**config.mk**
```make
export PLATFORM = sky130hd
export DESIGN_NAME = vis_byte_streamer_flat
export DESIGN_NICKNAME = d
export VERILOG_FILES = /design/src/rtl/vis_byte_streamer_if.sv /design/src/rtl/vis_byte_streamer.sv /design/src/flat_wrapper.sv
export SDC_FILE = /design/constraint.sdc
export NUM_CORES = 1
export LEC_CHECK = 0
export ABC_AREA = 1
export CELL_PAD_IN_SITES_DETAIL_PLACEMENT = 0
export CELL_PAD_IN_SITES_GLOBAL_PLACEMENT = 1
export CORE_AREA = 2 2 120 122
export CTS_BUF_LIST = sky130_fd_sc_hd__clkbuf_4 sky130_fd_sc_hd__clkbuf_8 sky130_fd_sc_hd__clkbuf_16
export CTS_CLUSTER_DIAMETER = 80
export DETAILED_ROUTE_END_ITERATION = 16
export DIE_AREA = 0 0 122 124
export PLACE_DENSITY = 0.78
export SETUP_SLACK_MARGIN = 0.1
export SLEW_MARGIN = 20
export SYNTH_ARGS = -nofsm -noshare
export SYNTH_HDL_FRONTEND = slang
export SYNTH_SLANG_ARGS = --single-unit
```
**constraint.sdc**
```tcl
create_clock -name bus_clock -period 1.8 [get_ports bus_clock]
set_input_delay 0.36 -clock bus_clock [delete_from_list [all_inputs] [get_ports bus_clock]]
set_output_delay 0.36 -clock bus_clock [all_outputs]
set_load 0.01 [all_outputs]
```
**src/rtl/vis_byte_streamer_if.sv**
```systemverilog
// rtl/vis_byte_streamer_if.sv - visibility word bus and output byte stream bundle
interface vis_byte_streamer_if #(
    parameter int WIDTH = 32
);
    logic [WIDTH-1:0] bus_revis_i;
    logic [WIDTH-1:0] bus_imvis_i;
    logic             bus_valid_i;
    logic             bus_ready_o;
    logic             bus_last_i;
    logic             m_tvalid;
    logic             m_tready;
    logic             m_tlast;
    logic [7:0]       m_tdata;

    // Streamer side: consumes visibility words, produces bytes
    modport slave (
        input  bus_revis_i,
        input  bus_imvis_i,
        input  bus_valid_i,
        input  bus_last_i,
        input  m_tready,
        output bus_ready_o,
        output m_tvalid,
        output m_tlast,
        output m_tdata
    );

    // Environment side: drives visibility words, sinks bytes
    modport master (
        output bus_revis_i,
        output bus_imvis_i,
        output bus_valid_i,
        output bus_last_i,
        output m_tready,
        input  bus_ready_o,
        input  m_tvalid,
        input  m_tlast,
        input  m_tdata
    );
endinterface

```
**src/rtl/vis_byte_streamer.sv**
```systemverilog
// rtl/vis_byte_streamer.sv - visibility words to framed byte stream with header and length check
module vis_byte_streamer #(
    parameter int         WIDTH = 32,
    parameter int         VIS_N = 6,
    parameter logic [7:0] SYNC  = 8'hA5,
    parameter int         FBITS = 16
) (
    input  logic                 bus_clock,
    input  logic                 areset_n,
    vis_byte_streamer_if.slave   bus,
    input  logic                 err_clear_i,
    output logic [FBITS-1:0]     frame_o,
    output logic                 error_o
);
    localparam int NB = 2 * WIDTH / 8;
    localparam int BW = (NB > 1) ? $clog2(NB) : 1;
    localparam int VW = $clog2(VIS_N + 1);
    localparam logic [BW-1:0] LAST_B  = BW'(NB - 1);
    localparam logic [VW-1:0] VCNT_LW = VW'(VIS_N - 1);
    localparam logic [VW-1:0] VCNT_SAT = VW'(VIS_N);

    localparam logic [1:0] S_IDLE = 2'd0;
    localparam logic [1:0] S_HEAD = 2'd1;
    localparam logic [1:0] S_DATA = 2'd2;

    logic [1:0]         state_q, state_d;
    logic [1:0]         hidx_q, hidx_d;
    logic               hdr_err_q, hdr_err_d;
    logic [2*WIDTH-1:0] hold_q, hold_d;
    logic [BW-1:0]      bidx_q, bidx_d;
    logic               full_q, full_d;
    logic               lat_last_q, lat_last_d;
    logic [VW-1:0]      vcnt_q, vcnt_d;
    logic [FBITS-1:0]   frame_q, frame_d;
    logic               error_q, error_d;

    logic               tvalid, tlast, bready;
    logic [7:0]         tdata;
    logic [15:0]        fr16;
    logic               byte_acc, word_acc, last_byte, err_set;

    assign fr16      = 16'(frame_q);
    assign last_byte = full_q && (bidx_q == LAST_B);

    // Output byte mux and ready; ready looks through to m_tready so words stream without bubbles.
    // Once the frame's final word is held, no further word is taken: the next frame needs its own header.
    always_comb begin
        tvalid = 1'b0;
        tlast  = 1'b0;
        tdata  = 8'h00;
        bready = 1'b0;
        case (state_q)
            S_HEAD: begin
                tvalid = 1'b1;
                case (hidx_q)
                    2'd0:    tdata = SYNC;
                    2'd1:    tdata = fr16[7:0];
                    2'd2:    tdata = fr16[15:8];
                    default: tdata = {7'b0, hdr_err_q};
                endcase
            end
            S_DATA: begin
                tvalid = full_q;
                tdata  = full_q ? hold_q[{bidx_q, 3'b000} +: 8] : 8'h00;
                tlast  = last_byte && lat_last_q;
                bready = !full_q || (last_byte && bus.m_tready && !lat_last_q);
            end
            default: ;
        endcase
    end

    assign bus.m_tvalid    = tvalid;
    assign bus.m_tlast     = tlast;
    assign bus.m_tdata     = tdata;
    assign bus.bus_ready_o = bready;
    assign frame_o         = frame_q;
    assign error_o         = error_q;

    assign byte_acc = tvalid && bus.m_tready;
    assign word_acc = bus.bus_valid_i && bready;

    // Length violation: early last, or missing last on the expected final word
    assign err_set = word_acc &&
                     ((bus.bus_last_i && (vcnt_q != VCNT_LW)) ||
                      (!bus.bus_last_i && (vcnt_q == VCNT_LW)));

    // Next-state: frame sequencing, holding register, counters, sticky error
    always_comb begin
        state_d    = state_q;
        hidx_d     = hidx_q;
        hdr_err_d  = hdr_err_q;
        hold_d     = hold_q;
        bidx_d     = bidx_q;
        full_d     = full_q;
        lat_last_d = lat_last_q;
        vcnt_d     = vcnt_q;
        frame_d    = frame_q;
        error_d    = err_set || (error_q && !err_clear_i);
        case (state_q)
            S_IDLE: begin
                if (bus.bus_valid_i) begin
                    state_d   = S_HEAD;
                    hidx_d    = 2'd0;
                    vcnt_d    = '0;
                    hdr_err_d = error_q;
                end
            end
            S_HEAD: begin
                if (byte_acc) begin
                    if (hidx_q == 2'd3) begin
                        state_d = S_DATA;
                        full_d  = 1'b0;
                    end else begin
                        hidx_d = hidx_q + 2'd1;
                    end
                end
            end
            S_DATA: begin
                if (byte_acc) begin
                    if (bidx_q == LAST_B) begin
                        full_d = 1'b0;
                        if (lat_last_q) begin
                            frame_d = frame_q + FBITS'(1);
                            state_d = S_IDLE;
                        end
                    end else begin
                        bidx_d = bidx_q + BW'(1);
                    end
                end
                if (word_acc) begin
                    hold_d     = {bus.bus_imvis_i, bus.bus_revis_i};
                    bidx_d     = '0;
                    full_d     = 1'b1;
                    lat_last_d = bus.bus_last_i;
                    if (vcnt_q != VCNT_SAT) begin
                        vcnt_d = vcnt_q + VW'(1);
                    end
                end
            end
            default: state_d = S_IDLE;
        endcase
    end

    // State registers; reset discards any partial frame
    always_ff @(posedge bus_clock or negedge areset_n) begin
        if (!areset_n) begin
            state_q    <= S_IDLE;
            hidx_q     <= 2'd0;
            hdr_err_q  <= 1'b0;
            hold_q     <= '0;
            bidx_q     <= '0;
            full_q     <= 1'b0;
            lat_last_q <= 1'b0;
            vcnt_q     <= '0;
            frame_q    <= '0;
            error_q    <= 1'b0;
        end else begin
            state_q    <= state_d;
            hidx_q     <= hidx_d;
            hdr_err_q  <= hdr_err_d;
            hold_q     <= hold_d;
            bidx_q     <= bidx_d;
            full_q     <= full_d;
            lat_last_q <= lat_last_d;
            vcnt_q     <= vcnt_d;
            frame_q    <= frame_d;
            error_q    <= error_d;
        end
    end
endmodule
```
**src/flat_wrapper.sv**
```systemverilog
// flat-port wrapper written by rule: the top's interface ports become plain ports
module vis_byte_streamer_flat 
#(
    parameter int         WIDTH = 32,
    parameter int         VIS_N = 6,
    parameter logic [7:0] SYNC  = 8'hA5,
    parameter int         FBITS = 16
)
  (bus_clock, areset_n, err_clear_i, frame_o, error_o, bus_bus_revis_i, bus_bus_imvis_i, bus_bus_valid_i, bus_bus_last_i, bus_m_tready, bus_bus_ready_o, bus_m_tvalid, bus_m_tlast, bus_m_tdata);
  vis_byte_streamer_if #(.WIDTH(WIDTH)) bus_i ();
  input  logic bus_clock;
  input  logic areset_n;
  input  logic err_clear_i;
  output logic [FBITS-1:0] frame_o;
  output logic error_o;
  input wire logic [$bits(bus_i.bus_revis_i)-1:0] bus_bus_revis_i;
  input wire logic [$bits(bus_i.bus_imvis_i)-1:0] bus_bus_imvis_i;
  input wire logic [$bits(bus_i.bus_valid_i)-1:0] bus_bus_valid_i;
  input wire logic [$bits(bus_i.bus_last_i)-1:0] bus_bus_last_i;
  input wire logic [$bits(bus_i.m_tready)-1:0] bus_m_tready;
  output wire logic [$bits(bus_i.bus_ready_o)-1:0] bus_bus_ready_o;
  output wire logic [$bits(bus_i.m_tvalid)-1:0] bus_m_tvalid;
  output wire logic [$bits(bus_i.m_tlast)-1:0] bus_m_tlast;
  output wire logic [$bits(bus_i.m_tdata)-1:0] bus_m_tdata;
  assign bus_i.bus_revis_i = bus_bus_revis_i;
  assign bus_i.bus_imvis_i = bus_bus_imvis_i;
  assign bus_i.bus_valid_i = bus_bus_valid_i;
  assign bus_i.bus_last_i = bus_bus_last_i;
  assign bus_i.m_tready = bus_m_tready;
  assign bus_bus_ready_o = bus_i.bus_ready_o;
  assign bus_m_tvalid = bus_i.m_tvalid;
  assign bus_m_tlast = bus_i.m_tlast;
  assign bus_m_tdata = bus_i.m_tdata;
  vis_byte_streamer #(.WIDTH(WIDTH), .VIS_N(VIS_N), .SYNC(SYNC), .FBITS(FBITS)) u_core (.bus_clock(bus_clock), .areset_n(areset_n), .bus(bus_i), .err_clear_i(err_clear_i), .frame_o(frame_o), .error_o(error_o));
endmodule
```
## Word-level counts from Yosys, hierarchy flattened

Index checks and enable logic that the tools add are counted.
Widths: inputs -> output; s select.

- Add/sub/neg operators: 4
- Equality and inequality tests: 21
- Shift operators: 1
- Muxes and demuxes: 30
- Reductions and logical operators: 31

Operator list:

| kind | count |
|---|---|
| $shiftx 64x7->8 | 1 |
| $pmux 8 s3 | 1 |
| $mux 2 | 9 |
| $mux 3 | 6 |
| $add 16x1->16 const B | 1 |
| $ne 2x1->1 const B | 8 |
| $pmux 8 s2 | 1 |
| $reduce_and 4->1 | 3 |
| $logic_and 1x1->1 | 10 |
| $mux 8 | 1 |
| $reduce_bool 2->1 | 4 |
| $mux 1 | 7 |
| $add 3x1->3 const B | 2 |
| $eq 2x2->1 const B | 3 |
| $eq 3x3->1 const B | 2 |
| $ne 3x1->1 const B | 2 |
| $ne 3x3->1 const B | 2 |
| $pmux 2 s3 | 1 |
| $pmux 3 s2 | 1 |
| $reduce_and 6->1 | 1 |
| $reduce_and 5->1 | 1 |
| $eq 2x1->1 const B | 2 |
| $logic_not 1->1 | 4 |
| $logic_not 2->1 | 2 |
| 7 further kinds | 12 |

- Bits in registers: 94
- Input port bits: 70
- Output and inout bits: 28
- Logic and storage cells: 97

## Longest topological paths before layout

- Depth after elaboration: 9
- Mapped depth: 11
- Gate-level depth less buffers: 10

## Worst setup path after synthesis

No wires, ideal clock.

- Kind: register to output
- From: register u_core.bidx_q[1]
- To: output bus_m_tdata[5]
- Arrival time: 1.291 ns
- Required time: 1.440 ns
- Slack: 0.149 ns
- Cell stages (with the launch flop): 8
- Path buffers: 2
- Cells stage by stage: dfrtp_1 > buf_2 > inv_1 > buf_2 > nand3_1 > nand3_1 > nand3_1 > a21oi_1

- Longest elaborated chain between the ends: 3

Ends and longest elaborated chain:

| what | RTL line | text |
|---|---|---|
| from (decl) | vis_byte_streamer.sv:30 | `logic [BW-1:0] bidx_q, bidx_d;` |
| from (signal assigned) | vis_byte_streamer.sv:162 | `bidx_q <= bidx_d;` |
| $shiftx 64x7->8 | vis_byte_streamer.sv:64 | `tdata = full_q ? hold_q[{bidx_q, 3'b000} +: 8] : 8'h00;` |
| $mux 8 | vis_byte_streamer.sv:64 |  |
| $pmux 8 s2 | vis_byte_streamer.sv:52 | `case (state_q)` |
| to (decl) | flat_wrapper.sv:24 | `output wire logic [$bits(bus_i.m_tdata)-1:0] bus_m_tdata;` |

Every way passes these cells.

## Worst setup path after layout

- From: register u_core.bidx_q[0]
- To: output bus_m_tdata[5]

The elaborated chain is that of the path after synthesis.

==> out/summary.txt <==
=====================================================================================
Critical-path cell with the highest stage delay                               dfrtp_1
Fraction of registers with async set/reset                                       100%
Critical Path Fanout Max                                                            6
Final setup viols                                                                 100
Largest family of logic cells by synthesized area                        simple AND/OR/NAND/NOR gates
Mux cell area share after synthesis                                                0%
Adder and majority cell fraction of the synthesized area                        3.16%
Warning count from the yosys run                                                    0
Critical path cell sequence                                              buf_6, buf_12, buf_16, nor2_4, nor2_2, nand2_1, nand3_2, nand3_2, a21oi_2, buf_2
DPL Wire Length                                                               11.5 mm
Clock Pin Slew Worst Setup and Hold Paths                                       70 ps
Most frequent cell after synthesis                                            nand2_1
Arr. time, crit path                                                          1810 ps
Crit path launch type                                                            flop
Total via count in the routed design                                             5488
Global-route wire length before repair                                        29.4 mm
Worst-case setup margin in the final layout                                   -372 ps
Antenna violations before repair                                                    0
Hold path start                                                          u_core.hold_q[52]
Final Wtd Congestion                                                            0.853
Leakage power                                                                 4.14 nW
Unique cell type count in the Yosys netlist                                        30
Post-synthesis share of cell area spent on and, or, nand and nor gates          28.8%
Placed cell count                                                                1035
R2R depth                                                                          14
DRT antenna net count                                                               0
Cell chosen for the clock root                                              clkbuf_16
CTS H-tree lvls                                                                     3
Wirelength per Cell                                                      16.6 microns
Fill cell count                                                                  1166
TritonCTS clock tree                                                             done
R2R setup slack                                                               -300 ps
Commonest cells in the synthesized netlist                               nand2_1, inv_1, dfrtp_1
Capturing point of the worst reg2reg path                                u_core.hold_q[10]
Area of placed instances                                                   6930 sq um
Violations in the final reports                                          negative setup slack
Synthesized area                                                           5150 sq um
Number of cells produced by synthesis                                             698
Worst rel slew slack                                                            64.3%
Final critical path time including I/O delays and setup                       2170 ps
First element of the critical path                                       u_core.bidx_q[0]
Standard-cell rows                                                                 43
Worst clock skew                                                              6.91 ps
Xor/xnor share of the synthesized area                                          1.19%
Antenna diodes                                                                      0
Synth-to-Final Area Change                                                      71.7%
Initial Util                                                                    37.6%
Actual transition at the worst max-transition pin                              535 ps
Compound-gate portion of the synthesized area                                   10.5%
Classification of the worst setup path                                     reg -> out
Net total in the final layout                                                     997
Status                                                                   finished with violations
Final Core Density                                                              64.5%
Prevailing post-synth register cell                                           dfrtp_1
Share of synthesized area occupied by flip-flops and latches                    45.7%
Maximum buffer depth of the clock tree                                              2
Number of optimization iterations in the first detailed-route pass                  5
FF+latch count, synth                                                              94
Sum Neg Setup Slack                                                         -18530 ps
Floorplan core area                                                       13700 sq um
Clock insertion delay at the later pin of the skew report                      360 ps
Net count of the mapped netlist                                                   781
Vias in the first global route                                                   5764
Max-cap viol count                                                                  0
Finished Layout Cells                                                            1098
Floorplan die area                                                        15100 sq um
Count of flip-flops with a built-in enable after synthesis                          0
Worst slack at placement                                                      -443 ps
Routed wire length                                                            18.2 mm
Endpoint kind of the worst setup timing path                               output pin
Avg Cell Area, Syn                                                         7.38 sq um
Number of port buffers                                                             97
Critical register-to-register path startpoint                            u_core.bidx_q[0]
Share of Yosys cell area claimed by the top area cell type                      45.7%
Hold Path Class                                                            reg -> reg
Drt via density                                                                  5.00
Cell with the most instances on the worst path                                nand3_2
Final hold vios                                                                     0
Die span in x                                                             122 microns
Top post-synthesis cells by area                                         dfrtp_1, nand2_1, inv_1, nand3_1, o21ai_0
Global routing usage summed across all routing layers                           25.3%
Slowest Stage Delay on Critical Path                                           380 ps
Aggregate global routing overflow                                                   0
Largest voltage drop on the vdd net                                            942 uV
Leading area contributor after synthesis                                      dfrtp_1
Total clock buffers created by CTS                                                  9
Fin. max-slew vios                                                                  0
Die extent in y                                                           124 microns
Achievable Freq                                                               460 MHz
Boundary Pins                                                                      98
Power density relative to cell area                                      1310 nW/um^2
Setup repair after global routing missed its margin                               yes
Violation count after the first detailed-route iteration                          402
Fraction of the cycle the final worst path needs                                 121%
Capturing instance or port of the critical path                          bus_m_tdata[5]
Design Area, Final                                                         8850 sq um
Required time worst endpoint                                                  1440 ps
Pin count of the biggest net entering global routing                               35
DRC                                                                                 0
Share of layout cells above drive strength 1                                    36.9%
Clock sink count                                                                   94
=====================================================================================
[worst max-delay path, delay by kind of cell (launching register included)]
family / cells / cell delay [ps]
flops: 1 / 380
simple gates: 5 / 370
compound gates: 1 / 160
buf+inv: 4 / 540
[placed cells by master, fill, tap and decap left out, types with 4 or more instances in the layout]
cell type          n
xor2_1             7
dfrtp_1           94
inv_1             87
buf_4             78
buf_2              9
nand2_2           58
nand2_4           12
a21oi_2            8
dlygate4sd2_1     16
nor3_1             5
o22ai_1            7
o21ai_1           39
buf_16            19
nand3_1           30
clkbuf_16          9
buf_12            15
ha_1               7
nand3_2           39
nor2_1            31
ha_4               4
o21ai_0           11
clkdlybuf4s50_1   69
o21ai_2           29
nand2_1          163
inv_2              6
nand4_1            7
nor2_2             4
buf_6             19
[logic make-up after synthesis]
family                     after synthesis
AOI/OAI and AO/OA                      102
and+or+nand+nor                        356
buffers and inverters                  126
adders and majority gates               13
DFF                                     94
xor gates and xnor gates                 7
[metrics by stage]
step	hold WS [ps]	total power, mW
6_report	491	11.6
3_5_place_dp	368	7.23
4_1_cts	485	11.2
5_1_grt	519	12.3
3_3_place_gp	361	7.16
2_1_floorplan	64.4	5.48
[worst min path at each step]
stage	endpoint	depth (start not counted)
floorplan	u_core.bidx_q[0]	0
global placement	u_core.hold_q[38]	1
detailed placement	u_core.hold_q[37]	1
CTS	u_core.hold_q[52]	2
global route	u_core.hold_q[52]	2
finish	u_core.hold_q[52]	2
[area by class of cell]
cell class              instances  area [sq um]  share of cell area, %
repair buffers                230          2590                   29.2
clock buffers                  11           253                   2.86
inverters                      98           410                   4.64
well taps                     180           225                   2.55
repair inverters                3          46.3                  0.523
multi-input cells             478          2920                   33.0
clock inverters                 4          53.8                  0.608
flip-flops and latches         94          2350                   26.6
[flip-flops by register name, indices dropped and copies added, names as in the netlist]
| signal | count |
|---|---|
| u_core.hold_q | 64 |
| u_core.frame_o | 16 |
| u_core.bidx_q | 3 |
| u_core.lat_last_q | 1 |
| u_core.full_q | 1 |
| u_core.state_q | 2 |
| u_core.error_o | 1 |
| u_core.hdr_err_q | 1 |
| u_core.hidx_q | 2 |
| u_core.vcnt_q | 3 |
[power breakdown]
part	internal, mW	switching (mW)	leakage (nW)
clock network	1.15	0.876	0.144
logic	3.05	3.26	2.84
registers	2.91	0.336	1.16
total	7.11	4.47	4.14
[repair_timing]
item	CTS	global route
setup buffers	23	3
hold buffers	1	0
setup endpoints to repair	118	104
endpoints found under the hold margin	25	0
resized for setup	308	59
pin swaps	36	33
gates cloned	22	0
[layer usage]
| layer | GRT usage (%) | share of wire [%] |
|---|---|---|
| met5 | 0 | 0 |
| met4 | 9.91 | 2.8 |
| met1 | 32.1 | 43 |
| met2 | 44.1 | 51 |
| met3 | 3.21 | 3.7 |
Note: power is estimated with default switching activity, not from simulation.
